==> src/rtl/serdes_pkg.sv <==
// Shared types and elaboration helpers for the multi-lane serial transmitter.
package serdes_pkg;

  typedef enum logic {ST_IDLE, ST_SHIFT} state_t;

  // "SDR" -> 1 bit per cycle, anything else ("DDR") -> 2 bits per cycle.
  function automatic int unsigned bpc_of(input logic [23:0] rate);
    return (rate == "SDR") ? 1 : 2;
  endfunction

  function automatic int unsigned cnt_w(input int unsigned beats);
    return (beats > 1) ? $clog2(beats) : 1;
  endfunction

endpackage

==> src/rtl/serdes_lane_shifter.sv <==
// One lane: loads a WIDTH-bit word and emits BPC bits per cycle on a registered oq.
module serdes_lane_shifter #(
  parameter int unsigned WIDTH     = 8,
  parameter int unsigned BPC       = 2,
  parameter bit          MSB_FIRST = 1'b0,
  parameter logic        INIT_OQ   = 1'b0
) (
  input  logic             CLK,
  input  logic             RST,
  input  logic             ld,
  input  logic             sh,
  input  logic [WIDTH-1:0] ld_data,
  output logic [BPC-1:0]   oq
);

  logic [WIDTH-1:0] src;
  logic [WIDTH-1:0] sr;

  // Normalise to LSB-first so the shifter always drains from bit 0;
  // within a DDR pair bit 0 (rise) is therefore the earlier bit.
  always_comb begin
    src = ld_data;
    if (MSB_FIRST) begin
      for (int unsigned i = 0; i < WIDTH; i++) src[i] = ld_data[WIDTH-1-i];
    end
  end

  always_ff @(posedge CLK or posedge RST) begin
    if (RST) begin
      oq <= {BPC{INIT_OQ}};
      sr <= '0;
    end else if (ld) begin
      oq <= src[BPC-1:0];
      sr <= src >> BPC;
    end else if (sh) begin
      oq <= sr[BPC-1:0];
      sr <= sr >> BPC;
    end else begin
      oq <= {BPC{INIT_OQ}};
    end
  end

endmodule

==> src/rtl/serdes_tx_lanes.sv <==
// Multi-lane SDR/DDR parallel-to-serial transmitter with hold-register double buffering.
// Optional idle training pattern enabled by defining SERDES_TX_TRAIN_EN.
module serdes_tx_lanes
  import serdes_pkg::*;
#(
  parameter int unsigned      LANES         = 2,
  parameter int unsigned      WIDTH         = 8,
  parameter                   DATA_RATE     = "DDR",
  parameter bit               MSB_FIRST     = 1'b0,
  parameter logic             INIT_OQ       = 1'b0,
  parameter logic [WIDTH-1:0] TRAIN_PATTERN = 8'hB8
) (
  input  logic                                 CLK,
  input  logic                                 RST,
  input  logic                                 in_valid,
  output logic                                 in_ready,
  input  logic [LANES*WIDTH-1:0]               in_data,
  output logic [LANES*bpc_of(DATA_RATE)-1:0]   oq,
  output logic                                 oq_valid,
  output logic                                 tq,
  output logic                                 busy
`ifdef SERDES_TX_TRAIN_EN
  ,
  input  logic                                 train_en
`endif
);

  localparam int unsigned   BPC   = bpc_of(DATA_RATE);
  localparam int unsigned   BEATS = WIDTH / BPC;
  localparam int unsigned   CW    = cnt_w(BEATS);
  // Counter holds beats already emitted; it reaches BEATS (mod 2^CW) on the last beat.
  localparam logic [CW-1:0] LAST  = CW'(BEATS);

  state_t                 state, state_n;
  logic [CW-1:0]          cnt, cnt_n;
  logic [LANES*WIDTH-1:0] hold;
  logic                   hold_full, hold_full_n;
  logic                   acc, take, last, train_req;
  logic                   lane_ld, lane_sh, ld_pat;
  logic                   ovalid_n, tq_n;

`ifdef SERDES_TX_TRAIN_EN
  assign train_req = train_en;
`else
  assign train_req = 1'b0;
`endif

  assign last        = (state == ST_SHIFT) && (cnt == LAST);
  assign take        = hold_full && ((state == ST_IDLE) || last);
  assign in_ready    = ~hold_full | take;
  assign acc         = in_valid & in_ready;
  assign busy        = hold_full | (state == ST_SHIFT);
  assign hold_full_n = acc | (hold_full & ~take);

  always_ff @(posedge CLK or posedge RST) begin
    if (RST) begin
      state     <= ST_IDLE;
      cnt       <= '0;
      hold      <= '0;
      hold_full <= 1'b0;
      oq_valid  <= 1'b0;
      tq        <= 1'b1;
    end else begin
      state     <= state_n;
      cnt       <= cnt_n;
      hold_full <= hold_full_n;
      oq_valid  <= ovalid_n;
      tq        <= tq_n;
      if (acc) hold <= in_data;
    end
  end

  // A training word occupies SHIFT like data but with oq_valid low, so a
  // pending word can only be taken at its last beat, i.e. the pattern boundary.
  always_comb begin
    state_n  = state;
    cnt_n    = cnt;
    ovalid_n = oq_valid;
    tq_n     = tq;
    lane_ld  = 1'b0;
    lane_sh  = 1'b0;
    ld_pat   = 1'b0;
    if (take) begin
      lane_ld  = 1'b1;
      state_n  = ST_SHIFT;
      cnt_n    = CW'(1);
      ovalid_n = 1'b1;
      tq_n     = 1'b0;
    end else if (train_req && ((state == ST_IDLE) || last)) begin
      lane_ld  = 1'b1;
      ld_pat   = 1'b1;
      state_n  = ST_SHIFT;
      cnt_n    = CW'(1);
      ovalid_n = 1'b0;
      tq_n     = 1'b0;
    end else if ((state == ST_SHIFT) && !last) begin
      lane_sh  = 1'b1;
      cnt_n    = cnt + CW'(1);
    end else begin
      state_n  = ST_IDLE;
      cnt_n    = '0;
      ovalid_n = 1'b0;
      tq_n     = 1'b1;
    end
  end

  for (genvar k = 0; k < LANES; k++) begin : g_lane
    serdes_lane_shifter #(
      .WIDTH     (WIDTH),
      .BPC       (BPC),
      .MSB_FIRST (MSB_FIRST),
      .INIT_OQ   (INIT_OQ)
    ) u_lane (
      .CLK     (CLK),
      .RST     (RST),
      .ld      (lane_ld),
      .sh      (lane_sh),
      .ld_data (ld_pat ? TRAIN_PATTERN : hold[k*WIDTH +: WIDTH]),
      .oq      (oq[k*BPC +: BPC])
    );
  end

endmodule

==> config.mk <==
export PLATFORM = sky130hd
export DESIGN_NAME = serdes_tx_lanes
export DESIGN_NICKNAME = d
export VERILOG_FILES = /design/src/rtl/serdes_pkg.sv /design/src/rtl/serdes_lane_shifter.sv /design/src/rtl/serdes_tx_lanes.sv
export SDC_FILE = /design/constraint.sdc
export NUM_CORES = 1
export LEC_CHECK = 0
export BUFFER_PORTS_ARGS = -buffer_cell sky130_fd_sc_hd__buf_2
export CAP_MARGIN = 10
export CORE_AREA = 5 5 80 82
export DETAILED_ROUTE_END_ITERATION = 16
export DIE_AREA = 0 0 85 87
export SLEW_MARGIN = 0
export SYNTH_ARGS = -nofsm -noshare
export SYNTH_HDL_FRONTEND = slang
export SYNTH_SLANG_ARGS = --single-unit
==> constraint.sdc <==
create_clock -name CLK -period 3.3 [get_ports CLK]
set_input_delay 0.165 -clock CLK [delete_from_list [all_inputs] [get_ports CLK]]
set_output_delay 0.165 -clock CLK [all_outputs]
set_load 0.1 [all_outputs]
==> key figures, run 1 <==
Outcome
  • Outcome: complete, no violations

Synth
  • Synthesized netlist cell count: 167
  • Most common cell in the netlist: dfrtp_1
  • Asr flop ratio synth: 1.00
  • Sequential area share after synthesis: 0.489
  • Post-synth top area cell: dfrtp_1
  • Synth top cells by count: dfrtp_1 (36), nand2_1 (20), nand2b_1 (18)
  • Post-Syn Nets: 187
  • Flops & latches, synth: 37
  • Mapped cell area: 1900 um2
  • Post-synth EDFFs: 0
  • Area share of the largest cell type after synthesis: 0.475
  • Synth Area per Inst: 11.4 um2
  • Ranking of synthesized cells by area: dfrtp_1 (47%), mux2_2 (8.9%), nand4b_1 (7.4%), nand2b_1 (5.9%), o211ai_2 (5.9%)
  • Synth cell types: 26
  • Post-synth top flop: dfrtp_1
  • Syn. warnings: 0

STA
  • Rel. slew slack: 0.541
  • RSZ-0062 raised after global routing: no
  • Setup TNS: 0 ns
  • F_max: 454 MHz
  • Clock Skew: 0.00953 ns
  • Post-route clock period utilization: 0.668
  • Setup-failing EPs final: 0
  • Hold Vio Cnt, Final: 0
  • Worst-Margin Slew: 0.689 ns
  • Slew Limit Fails: 0
  • Final min period: 2.20 ns

Worst setup path
  • R2R depth: 4
  • R2r setup slk: 1.25 ns
  • Required @ worst endpoint: 3.13 ns
  • Critical path class: reg -> out
  • Slowest Stage Delay on Critical Path: 0.60 ns
  • Worst path slowest cell: ha_1
  • Startpoint Class: register
  • Most used cell, CP: inv_1
  • WP buf/inv: 3
  • CP Data Arrival Time: 2.04 ns
  • CP endpoint kind: primary output
  • RR Startpoint: cnt[0]
  • Worst R2R End: g_lane[0].u_lane.sr[2]
  • Cell family with most CP delay: adder cells
  • CP max FO: 24
  • CP Cell Sequence: inv_1 > ha_1 > and3b_1 > inv_1 > buf_2

Hold path
  • Worst Min Path Start: in_data[11]
  • WHS Path Cells: 3
  • Worst min-delay path class: in -> reg
  • Hold Crit Endpoint: hold[11]

Floorplan
  • FP Rows: 28
  • Die height: 87 um
  • Die area: 7400 um2
  • Core area: 5680 um2
  • Die W: 85 um
  • Initial core utilization: 0.334
  • Io pins: 27

Detailed routing
  • Vias post-DR: 1297
  • Initial DRT Pass Iterations: 4
  • ANT nets after route: 0
  • Post-Route WL: 3790 um
  • # DRC: 0
  • Iter 0 DRT Violations: 58
  • Vias/cell: 4.86
  • DR WL/cell: 14.2 um

GRT
  • Grt met2 use: 0.189
  • Total gr overflow: 0
  • First-pass GRT wire length: 6720 um
  • Initial antenna violation count: 0
  • Gr usage total: 0.114
  • Met3 Use GR: 0.0360
  • Layer carrying the most global-route usage: met2
  • Met1 global-route usage: 0.142
  • Vias in the first global route: 1419
  • Largest net degree at the start of global routing: 38

Clock tree
  • Max clock buf depth: 2
  • Postcts setup bufs: 0
  • Reg clk slew, reported paths: 0.07 ns
  • TritonCTS Sinks: 37
  • H-tree levels: 2
  • CTS tree: done
  • Clk_lat worst skew: 0.28 ns
  • Post_cts resized: 0
  • Num CTS Buffers: 5
  • Clk root buf: clkbuf_8

Power
  • Peak supply drop: 0.000592 V
  • Design Power: 2390 uW
  • Leak: 0.000964 uW
  • Power Density: 1110 nW/um2

Final layout
  • Reg area: 927 um2
  • Antenna diodes: 0
  • Final Core Density: 0.378
  • Area Overhead vs Synth: 13.0%
  • Fillers: 590
  • Final nets: 211
  • Finished Layout Cells: 267
  • Ratio of cells with drive above 1 in the final layout: 0.328
  • Multi-input logic area: 848 um2

Placement
  • Dpl cells: 258
  • RD Place Congestion: 0.669
  • Post-DP HPWL: 2330 um
  • Port bufs: 26

Job
  • Max_cap viols: 0
[placed cells by master (no fill, tap or decap)]
cell type | synthesis | layout
dlygate4sd3_1 | 0 | 1
nand2b_1 | 18 | 18
nor2_1 | 4 | 4
and2_1 | 1 | 1
a21oi_1 | 1 | 1
o211ai_1 | 7 | 7
inv_1 | 4 | 4
o211ai_2 | 9 | 9
nand4b_1 | 16 | 16
or2_2 | 1 | 1
and3b_1 | 1 | 1
clkinv_2 | 0 | 1
mux2_1 | 2 | 2
buf_2 | 3 | 26
nor3b_1 | 1 | 1
clkbuf_8 | 0 | 5
nor2b_1 | 1 | 1
ha_1 | 1 | 1
mux2i_1 | 4 | 4
or2_1 | 1 | 1
buf_4 | 0 | 5
dfstp_2 | 1 | 1
o21ai_0 | 4 | 4
nand2_1 | 20 | 20
clkbuf_1 | 7 | 2
dfrtp_1 | 36 | 36
mux2_2 | 15 | 15
nand3b_1 | 4 | 4
[worst register-to-register path, cell delays in order (launching register included)]
cell	delay, ns
dfrtp_1	0.36
inv_1	0.07
ha_1	0.60
nand2b_1	0.51
mux2_2	0.40
[worst max-delay path by stage]
| stage | startpoint | endpoint | slack (ns) | cells after the start |
|---|---|---|---|---|
| 3_5_place_dp | cnt[0] | g_lane[0].u_lane.sr[3] | 1.27 | 4 |
| 2_1_floorplan | state | in_ready | 1.14 | 4 |
| 4_1_cts | cnt[0] | in_ready | 1.07 | 5 |
| 6_report | cnt[0] | in_ready | 1.10 | 5 |
| 3_3_place_gp | cnt[0] | g_lane[1].u_lane.sr[0] | 1.31 | 4 |
| 5_1_grt | cnt[0] | in_ready | 0.93 | 5 |
[sequential cells by signal, indices dropped and copies added (netlist names)]
name and count:
cnt 2, g_lane.u_lane.oq 4, g_lane.u_lane.sr 12, hold 16, hold_full 1, state 1
tq 1
[per-stage QoR]
| step | hold slack (ns) | setup WS [ns] | cell area, um2 |
|---|---|---|---|
| after floorplan | 0.321 | 1.14 | 1900 |
| after global placement | 0.308 | 1.31 | 2050 |
| after detailed placement | 0.311 | 1.27 | 2050 |
| after CTS | 0.143 | 1.07 | 2140 |
| after global routing | 0.135 | 0.926 | 2140 |
| final | 0.146 | 1.10 | 2140 |
[layer usage]
layer | up-vias | wire length, um | share of wire
met3 | 4 | 181 | 0.048
met1 | 637 | 1780 | 0.47
met5 | - | 0 | 0
met4 | 0 | 39 | 0.010
met2 | 23 | 1790 | 0.47
li1 | 633 | - | -
[timing repair]
action                                  in CTS  in global routing
hold buffers                                 1                  0
endpoints found under the setup margin       0                  0
endpoints found under the hold margin       10                  0
[cells by family after synthesis]
family	count (synthesis)	synth area share
flops	37	0.489
fa+ha+maj	1	0.00660
buf+inv	19	0.0640
compound gates	21	0.100
mux	21	0.122
simple gates	68	0.218
[power by group]
part | switching, uW | internal, uW | total, uW
registers | 133 | 675 | 808
logic | 796 | 481 | 1280
clock network | 153 | 148 | 301
total | 1080 | 1300 | 2390
[area by class of cell]
type	instances	share of cell area
multi-input cells	111	0.396
well taps	75	0.0438
flip-flops and latches	37	0.433
clock inverters	1	0.00234
inverters	4	0.00701
repair buffers	32	0.0829
clock buffers	7	0.0356
(Power assumes the default switching activity.)
==> inputs of run 2 (changes only) <==
==> constraint.sdc (replaced) <==
create_clock -name CLK -period 2 [get_ports CLK]
set_input_delay 0.1 -clock CLK [delete_from_list [all_inputs] [get_ports CLK]]
set_output_delay 0.1 -clock CLK [all_outputs]
set_load 0.1 [all_outputs]
==> run 2 against run 1 <==
First-iteration DRC count grew 55%. Routed wire length grew 1.4%. Critical path type unchanged. Combinational power grew 72%. Total power grew 73%. Largest power group unchanged.
==> key figures, run 2 (synthesized netlist as in run 1, its figures left out) <==
Worst setup path
  • Cell family with most CP delay: buffers and inverters (was adder cells)
  • RR Startpoint: cnt[0] (unchanged)
  • R2R depth: 5 (was 4)
  • WP buf/inv: 4 (was 3)
  • CP max FO: 9 (was 24)
  • CP Depth: 6 (was 5)
  • CP Cell Sequence: inv_1 > ha_1 > buf_4 > and3b_1 > clkinvlp_4 > clkbuf_4 (was inv_1 > ha_1 > and3b_1 > inv_1 > buf_2)
  • R2r setup slk: 0.34 ns (was 1.25 ns)
  • CP endpoint kind: primary output (unchanged)
  • Critical path class: reg -> out (unchanged)
  • Slowest Stage Delay on Critical Path: 0.33 ns (was 0.60 ns)
  • Startpoint Class: register (unchanged)
  • Required @ worst endpoint: 1.90 ns (was 3.13 ns)
  • CP Data Arrival Time: 1.77 ns (was 2.04 ns)
  • Worst setup startpoint: cnt[0] (unchanged)
  • Worst path slowest cell: dfrtp_1 (was ha_1)
  • Critical Path Sink: in_ready (unchanged)
  • Worst R2R End: cnt[0] (was g_lane[0].u_lane.sr[2])

Floorplan
  • Die height: 87 um (unchanged)
  • Die W: 85 um (unchanged)
  • Io pins: 27 (unchanged)
  • FP Rows: 28 (unchanged)
  • Die area: 7400 um2 (unchanged)
  • Initial core utilization: 0.334 (unchanged)
  • Core area: 5680 um2 (unchanged)

Placement
  • Port bufs: 26 (unchanged)
  • Post-DP HPWL: 2550 um (was 2330 um)
  • RD Place Congestion: 0.705 (was 0.669)
  • DP Worst Slack: 0.342 ns (was 1.27 ns)

GRT
  • First-pass GRT wire length: 6660 um (was 6720 um)
  • Initial antenna violation count: 0 (unchanged)
  • Met1 global-route usage: 0.153 (was 0.142)
  • Met3 Use GR: 0.0369 (was 0.0360)
  • Gr usage total: 0.115 (was 0.114)
  • Total gr overflow: 0 (unchanged)
  • Largest net degree at the start of global routing: 38 (unchanged)
  • Grt met2 use: 0.170 (was 0.189)
  • Layer carrying the most global-route usage: met2 (unchanged)
  • Vias in the first global route: 1294 (was 1419)

Power
  • Power Density: 1860 nW/um2 (was 1110 nW/um2)
  • Leak: 0.000999 uW (was 0.000964 uW)
  • Peak supply drop: 0.000847 V (was 0.000592 V)
  • Design Power: 4130 uW (was 2390 uW)

STA
  • Hold Vio Cnt, Final: 0 (unchanged)
  • Setup TNS: 0 ns (unchanged)
  • Rel. slew slack: 0.659 (was 0.541)
  • Final min period: 1.87 ns
  • F_max: 536 MHz
  • RSZ-0062 raised after global routing: no (unchanged)
  • Post-route clock period utilization: 0.933
  • Setup-failing EPs final: 0 (unchanged)
  • Slew Limit Fails: 0 (unchanged)
  • Min setup slack post-route: 0.134 ns (was 1.10 ns)
  • Hold slack: 0.0683 ns (was 0.146 ns)
  • Worst-Margin Slew: 0.512 ns (was 0.689 ns)
  • Clock Skew: 0.00407 ns (was 0.00953 ns)

Clock tree
  • Clk_lat worst skew: 0.29 ns (was 0.28 ns)
  • Num CTS Buffers: 5 (unchanged)
  • TritonCTS Sinks: 37 (unchanged)
  • Clk root buf: clkbuf_8 (unchanged)
  • CTS tree: done (unchanged)
  • H-tree levels: 2 (unchanged)
  • Postcts setup bufs: 0 (unchanged)
  • Max clock buf depth: 2 (unchanged)
  • Reg clk slew, reported paths: 0.07 ns (about the same)

Detailed routing
  • # DRC: 0 (unchanged)
  • Post-Route WL: 3840 um (was 3790 um)
  • DR WL/cell: 14.2 um (about the same)
  • Initial DRT Pass Iterations: 4 (unchanged)
  • Iter 0 DRT Violations: 90 (was 58)
  • Vias post-DR: 1314 (was 1297)
  • ANT nets after route: 0 (unchanged)
  • Vias/cell: 4.85 (was 4.86)

Outcome
  • Outcome: complete, no violations (unchanged)

Final layout
  • Final nets: 215 (was 211)
  • Max FFs per register: 16 (unchanged)
  • Largest regs: hold (16), g_lane.u_lane.sr (12), g_lane.u_lane.oq (4) (unchanged)
  • Final Core Density: 0.390 (was 0.378)
  • Ratio of cells with drive above 1 in the final layout: 0.362 (was 0.328)
  • Fillers: 572 (was 590)
  • Largest register by flop count: hold (unchanged)
  • Commonest non-fill, non-tap cell in the layout: dfrtp_1 (unchanged)
  • Antenna diodes: 0 (unchanged)
  • Area Overhead vs Synth: 16.8% (was 13.0%)
  • Commonest cells after routing, fill and taps aside: dfrtp_1 (35), buf_2 (24), nand2_1 (20), nand2b_1 (18), nand4b_1 (16) (was dfrtp_1 (36), buf_2 (26), nand2_1 (20), nand2b_1 (18), nand4b_1 (16))

Hold path
  • Worst Min Path Start: in_data[11] (unchanged)
  • Worst min-delay path class: in -> reg (unchanged)

Job
  • Max_cap viols: 0 (unchanged)
## run 2: cell count changes in the layout (fill, tap and decap cells not counted), sizes merged
cell	delta
clkbuf	+1
buf	+3
clkinvlp	+1
inv	-1
## run 2: area by class of cell
type,count,area [um2],share of cell area
well taps,75,93.8,0.0423
clock buffers,7,96.3,0.0435
flip-flops and latches,37,928,0.419
inverters,4,18.8,0.00847
repair buffers,36,225,0.102
clock inverters,1,5.00,0.00226
multi-input cells,111,848,0.383
## run 2: tightest hold or removal path, cell delays in order
cell	delay, ns
buf_2	0.10
nand2_1	0.05
o211ai_1	0.07
## run 2: repair_timing
action	CTS	global route
resized for setup	0	1
hold endpoints to repair	36	0
endpoints found under the setup margin	0	1
hold buffers	1	0
## run 2: layer usage
metal | part of all wire | routed length (um) | vias up
met2 | 0.47 | 1790 | 22
met5 | 0 | 0 | -
li1 | - | - | 638
met4 | 0.018 | 70 | 0
met3 | 0.049 | 189 | 6
met1 | 0.47 | 1790 | 648
## run 2: through the flow
stage / area, um2 / instances
after floorplan: 1900 / 167
after global placement: 2100 / 262
after detailed placement: 2100 / 262
after CTS: 2210 / 271
after global routing: 2220 / 271
final: 2220 / 271
## run 2: report_power, final
group / internal (uW) / switching [uW] / total [uW]
clock: 311 / 264 / 575
combinational: 869 / 1330 / 2200
sequential: 1120 / 244 / 1360
## run 2: worst min-delay path by stage
stage	end	cells past startpoint
after CTS	hold[8]	3
after global routing	hold[3]	3
after floorplan	hold[11]	2
after detailed placement	hold[13]	3
after global placement	hold[13]	3
final	hold[11]	3
